### src/rtl/datapath_pipelined.sv
// Two-stage register-file / function-unit datapath: EX (read, MUX B, FU, flags)
// and WB (MUX D, register write) with write-back-to-read forwarding.
module datapath_pipelined #(
  parameter int unsigned WIDTH = 8,
  parameter int unsigned RA_W  = 3
) (
  input  logic                          clk,
  input  logic                          reset,
  input  logic                          cw_valid,
  input  logic [3*RA_W+6:0]             control_word,
  input  logic [WIDTH-1:0]              constant_in,
  input  logic [WIDTH-1:0]              Data_in,
  output logic [WIDTH-1:0]              Address_out,
  output logic [WIDTH-1:0]              Data_out,
  output logic                          wb_valid,
  output logic                          V,
  output logic                          C,
  output logic                          N,
  output logic                          Z,
  output logic [(2**RA_W)*WIDTH-1:0]    rf_flat
);

  localparam int unsigned NREG = 2**RA_W;

  // Control word fields: {DA, AA, BA, MB, FS[3:0], MD, RW}
  logic            w_rw;
  logic            w_md;
  logic [3:0]      w_fs;
  logic            w_mb;
  logic [RA_W-1:0] w_ba;
  logic [RA_W-1:0] w_aa;
  logic [RA_W-1:0] w_da;

  assign w_rw = control_word[0];
  assign w_md = control_word[1];
  assign w_fs = control_word[5:2];
  assign w_mb = control_word[6];
  assign w_ba = control_word[7 +: RA_W];
  assign w_aa = control_word[7+RA_W +: RA_W];
  assign w_da = control_word[7+2*RA_W +: RA_W];

  logic [WIDTH-1:0] r_rf [NREG];
  logic             r_wb_valid;
  logic             r_wb_rw;
  logic             r_wb_md;
  logic [RA_W-1:0]  r_wb_da;
  logic [WIDTH-1:0] r_wb_f;
  logic [WIDTH-1:0] r_addr;
  logic [WIDTH-1:0] r_dout;
  logic             r_v;
  logic             r_c;
  logic             r_n;
  logic             r_z;

  // The word in WB supplies readers directly so dependent words need no stall
  logic             w_wb_we;
  logic [WIDTH-1:0] w_wb_data;
  logic [WIDTH-1:0] w_rd_a;
  logic [WIDTH-1:0] w_rd_b;
  logic [WIDTH-1:0] w_bus_a;
  logic [WIDTH-1:0] w_bus_b;

  assign w_wb_we   = r_wb_valid & r_wb_rw;
  assign w_wb_data = r_wb_md ? Data_in : r_wb_f;
  assign w_rd_a    = (w_wb_we && (r_wb_da == w_aa)) ? w_wb_data : r_rf[w_aa];
  assign w_rd_b    = (w_wb_we && (r_wb_da == w_ba)) ? w_wb_data : r_rf[w_ba];
  assign w_bus_a   = w_rd_a;
  assign w_bus_b   = w_mb ? constant_in : w_rd_b;

  // Function unit; FS 0-7 share one adder whose second operand and carry-in vary
  logic [WIDTH-1:0] w_add_op;
  logic             w_add_cin;
  logic [WIDTH:0]   w_sum;
  logic [WIDTH-1:0] w_f;
  logic             w_c;
  logic             w_v;

  always_comb begin
    w_add_op  = '0;
    w_add_cin = 1'b0;
    case (w_fs)
      4'h1:    w_add_cin = 1'b1;
      4'h2:    w_add_op  = w_bus_b;
      4'h3: begin
        w_add_op  = w_bus_b;
        w_add_cin = 1'b1;
      end
      4'h4:    w_add_op  = ~w_bus_b;
      4'h5: begin
        w_add_op  = ~w_bus_b;
        w_add_cin = 1'b1;
      end
      4'h6:    w_add_op  = '1;
      default: w_add_op  = '0;
    endcase
  end

  assign w_sum = {1'b0, w_bus_a} + {1'b0, w_add_op} + {{WIDTH{1'b0}}, w_add_cin};

  always_comb begin
    w_f = '0;
    w_c = 1'b0;
    w_v = 1'b0;
    if (!w_fs[3]) begin
      w_f = w_sum[WIDTH-1:0];
      w_c = w_sum[WIDTH];
      w_v = (w_bus_a[WIDTH-1] == w_add_op[WIDTH-1]) &&
            (w_sum[WIDTH-1] != w_bus_a[WIDTH-1]);
    end else begin
      case (w_fs)
        4'h8: w_f = w_bus_a & w_bus_b;
        4'h9: w_f = w_bus_a | w_bus_b;
        4'hA: w_f = w_bus_a ^ w_bus_b;
        4'hB: w_f = ~w_bus_a;
        4'hC: w_f = w_bus_b;
        4'hD: begin
          w_f = w_bus_b >> 1;
          w_c = w_bus_b[0];
        end
        4'hE: begin
          w_f = w_bus_b << 1;
          w_c = w_bus_b[WIDTH-1];
        end
        default: w_f = '0;
      endcase
    end
  end

  always_ff @(posedge clk) begin
    if (reset) begin
      for (int i = 0; i < int'(NREG); i++) r_rf[i] <= '0;
      r_wb_valid <= 1'b0;
      r_wb_rw    <= 1'b0;
      r_wb_md    <= 1'b0;
      r_wb_da    <= '0;
      r_wb_f     <= '0;
      r_addr     <= '0;
      r_dout     <= '0;
      r_v        <= 1'b0;
      r_c        <= 1'b0;
      r_n        <= 1'b0;
      r_z        <= 1'b0;
    end else begin
      if (w_wb_we) r_rf[r_wb_da] <= w_wb_data;
      r_wb_valid <= cw_valid;
      if (cw_valid) begin
        r_wb_rw <= w_rw;
        r_wb_md <= w_md;
        r_wb_da <= w_da;
        r_wb_f  <= w_f;
        r_addr  <= w_bus_a;
        r_dout  <= w_bus_b;
        // Loads leave the flags alone; only FU results set them
        if (!w_md) begin
          r_v <= w_v;
          r_c <= w_c;
          r_n <= w_f[WIDTH-1];
          r_z <= (w_f == '0);
        end
      end
    end
  end

  always_comb begin
    rf_flat = '0;
    for (int i = 0; i < int'(NREG); i++) rf_flat[i*WIDTH +: WIDTH] = r_rf[i];
  end

  assign Address_out = r_addr;
  assign Data_out    = r_dout;
  assign wb_valid    = r_wb_valid;
  assign V           = r_v;
  assign C           = r_c;
  assign N           = r_n;
  assign Z           = r_z;

endmodule

### config.mk
export PLATFORM = sky130hd
export DESIGN_NAME = datapath_pipelined
export DESIGN_NICKNAME = d
export VERILOG_FILES = /design/src/rtl/datapath_pipelined.sv
export SDC_FILE = /design/constraint.sdc
export NUM_CORES = 1
export LEC_CHECK = 0
export BUFFER_PORTS_ARGS = -buffer_cell sky130_fd_sc_hd__clkbuf_2
export CAP_MARGIN = 10
export CORE_MARGIN = 2
export CORE_UTILIZATION = 34
export DETAILED_ROUTE_END_ITERATION = 16
export PLACE_DENSITY = 0.54
export SYNTH_ARGS = -nofsm -noshare
export SYNTH_HDL_FRONTEND = slang
export SYNTH_SLANG_ARGS = --single-unit
export TNS_END_PERCENT = 50
### constraint.sdc
create_clock -name clk -period 4.06 [get_ports clk]
set_input_delay 0.406 -clock clk [delete_from_list [all_inputs] [get_ports clk]]
set_output_delay 0.406 -clock clk [all_outputs]
set_load 0.005 [all_outputs]
==> results_dict.tcl <==
set metrics [dict create \
    status "finished with violations" \
    violations "negative setup slack" \
    p_sw_mw 0.822 \
    yosysTopAreaCellShare_pct 29.9 \
    crit_chain "mux4_2 > mux2i_2 > nand2_1 > a21boi_2 > mux2i_1 > or2_4 > fa_2 > fa_2 > nand2b_4 > a21oi_4 > xnor2_1 > o21ai_1 > a2111oi_2 > o221ai_1 > nor3_1 > a31o_1" \
    worst_setup_path_start_kind "flop" \
    cts_tree "done" \
    vias 5777 \
    required_ns 4.36 \
    die_w_um 141 \
    pwr-share-comb_pct 25.3 \
    p_seq_share_pct 41.1 \
    cp-end-kind "flop" \
    worst_clock_skew_ns 0.00799 \
    path_clk_slew_ns 0.07 \
    grt_usage_pct 22.5 \
    htreeDepth 3 \
    place_congestion 0.991 \
    placedCellCount 1009 \
    synthAdderAreaFrac_pct 4.72 \
    ys_warn_count 0 \
    die_h_um 141 \
    grt_remaining_overflow 0 \
    yosys.area_share.simple_pct 17.0 \
    routedWlPerCell_um 21.8 \
    synth_seq_cells 98 \
    synthTopCellsByCount "nor2_1 (129), edfxtp_1 (64), mux2i_1 (55)" \
    ys_seq_area_share_pct 40.5 \
    clockRootBuffer "clkbuf_16" \
    syn-num-nets 671 \
    fill_cells 1808 \
    postLayoutSetupSlackWorst_ns -0.00692 \
    hp-class "input pin to flop" \
    ys_async_sr_fraction_pct 0 \
    pwr-share-clk_pct 33.6 \
    fin_cells 1032 \
    rsz0062_at_grt "yes" \
    yosysTopAreaCell "edfxtp_1" \
    cp_slowest_cell "mux4_2" \
    critPathMostFrequentCell "fa_2" \
    syn_inst 613 \
    grt_max_degree 42 \
    core_area_sq_mm 0.0186 \
    route.final.wire_length_um 22500 \
    worst_pin_slew_ns 0.766 \
    insertion_delay_ns 0.36 \
    cp.arrival_ns 4.37 \
    drc 0 \
    cts_made_buffers 9 \
    timing.slew.headroom_pct 48.6 \
    maxSlewViolCount 0 \
    worst_path_largest_cell_delay_ns 0.49 \
    synth_xor_area_share_pct 1.36 \
    firstDrtPassIters 5 \
    syn_area_sq_mm 0.00642 \
    pwr_density_cell_mw_per_mm2 339 \
    max_freq_ghz 0.246 \
    synth_cell_type_count 75 \
    diodes 0 \
    synth.area.mux_share_pct 21.0 \
    viasPerCell 5.60 \
    dp_hpwl_um 17800 \
    dp_slack_ns -0.500 \
    synth_top_family_by_area "multiplexers" \
    min_period_ns 4.07 \
    setup_violations 1 \
    io_pins 120 \
    critPathMaxFanout 2 \
    grt_pass1_wl_um 34000 \
    internal_power_mw 1.97 \
    p_total_mw 2.79 \
    antenna_found_initial 0 \
    io_buffer_count 119 \
    rows 50 \
    ant_nets 0 \
    synth_ff_type "edfxtp_1" \
    drive_gt1_share_pct 37.6 \
    cts_buffer_depth 2 \
    synth_edf_count 64 \
    postLayoutCoreUtil_pct 44.2 \
    drt_iter0_markers 389 \
    min_period_over_period_pct 100 \
    vdd_drop_max_uv 210 \
    start_util_pct 34.4 \
    grt_pass1_vias 5839 \
    swShare_pct 29.5 \
    areaGrowthSynthToFinish_pct 28.3 \
    synth_area_leaders "edfxtp_1 (30%), mux4_2 (11%), dfxtp_1 (11%)" \
    cts.sinks 98 \
    synth_most_common_cell "nor2_1" \
    die-area_sq_mm 0.0200 \
    leakagePower_nw 3.60 \
    avgSynthCellArea_sq_um 10.5 \
    max_cap_violations 0 \
    fin_nets 851 \
    whs_ns 0.290 \
    synth_compound_area_share_pct 10.8 \
    report.final.hold_viol_count 0 \
    path_class "flop to flop" \
]
## power groups by stage
stage	Sequential, mW	Combinational [mW]	Clock (mW)
3_3_place_gp	1.16	0.658	0
5_1_grt	1.15	0.762	0.980
6_report	1.15	0.706	0.937
4_1_cts	1.14	0.692	0.947
2_1_floorplan	1.16	0.390	0
3_5_place_dp	1.17	0.668	0
## registers in the layout, indices dropped and copies added (netlist names)
name,count
Address_out,8
C,1
Data_out,8
r_wb_rw,1
wb_valid,1
r_rf,64
r_wb_md,1
r_wb_f,8
Z,1
r_wb_da,3
V,1
N,1
## final timing paths
check | start | endpoint | slack (ns) | cells after the start
hold reg to reg | Data_out[3] | Data_out[3] | 0.49 | 2
setup / recovery | r_rf[0][0] | Z | -0.007 | 16
hold / removal | control_word[0] | r_wb_rw | 0.29 | 3
setup reg to reg | r_rf[0][0] | Z | -0.007 | 16
## what timing repair did
action                                  CTS  global route
endpoints found under the setup margin    3             6
resized for setup                        14             3
buffers inserted                          6             1
hold buffers                              0             0
pin swaps                                14             3
## routing by layer
| metal | share of wire (%) | routed length (um) | GRT usage, % | vias to the layer above |
|---|---|---|---|---|
| li1 | - | - | - | 2617 |
| met1 | 41 | 9300 | 28.0 | 2878 |
| met2 | 50 | 11200 | 39.1 | 240 |
| met3 | 5.6 | 1250 | 4.05 | 42 |
| met4 | 3.1 | 692 | 8.05 | 0 |
| met5 | 0 | 0 | 0 | - |
## cells by family after synthesis
family          Yosys count
fa+ha+maj                23
mux                      93
buf+inv                  65
compound gates           89
xor+xnor                 10
flops                    98
simple gates            235
## layout make-up
type,count,area [sq um],share of cell area [%]
flip-flops and latches,98,2600,31.6
clock inverters,4,47.5,0.577
repair buffers,215,1340,16.3
inverters,19,71.3,0.866
multi-input cells,450,3610,43.8
clock buffers,12,269,3.27
well taps,234,293,3.56
## stage by stage
stage          area (sq um)  setup TNS (ns)
3_5_place_dp           7790           -2.00
4_1_cts                8210               0
2_1_floorplan          6450               0
6_report               8230        -0.00692
5_1_grt                8230          -0.482
3_3_place_gp           7790           -1.44
## worst max-delay path: cells and delay by family, from the launching register on
kind,cells,cell delay [ns]
compound gates,6,1.18
mux,3,0.79
simple gates,4,0.74
fa+ha+maj,2,0.74
flops,1,0.44
xor+xnor,1,0.12
## layout by cell type, fill, tap and decap left out, types with 3 or more instances in the layout
cell type / netlist / final
inv_1: 18 / 19
mux4_2: 31 / 31
xnor2_1: 9 / 8
o21a_1: 4 / 4
edfxtp_1: 64 / 64
clkbuf_2: 0 / 120
mux2i_1: 55 / 53
a21oi_1: 17 / 16
nor2_1: 129 / 129
a21oi_2: 3 / 3
o22ai_1: 7 / 7
dfxtp_1: 34 / 34
nor3b_1: 3 / 3
o21ai_0: 9 / 8
nand2_1: 34 / 34
nor2b_1: 7 / 6
clkbuf_16: 0 / 10
a22o_1: 3 / 3
ha_1: 21 / 21
nand4b_1: 3 / 3
nor3_1: 14 / 13
and2_1: 3 / 3
buf_4: 3 / 94
nand3_1: 8 / 8
nand2b_1: 5 / 4
mux2_2: 5 / 3
mux2i_2: 1 / 3
a211oi_1: 12 / 12
and3_1: 9 / 9
Note: power is estimated with default switching activity, not from simulation.
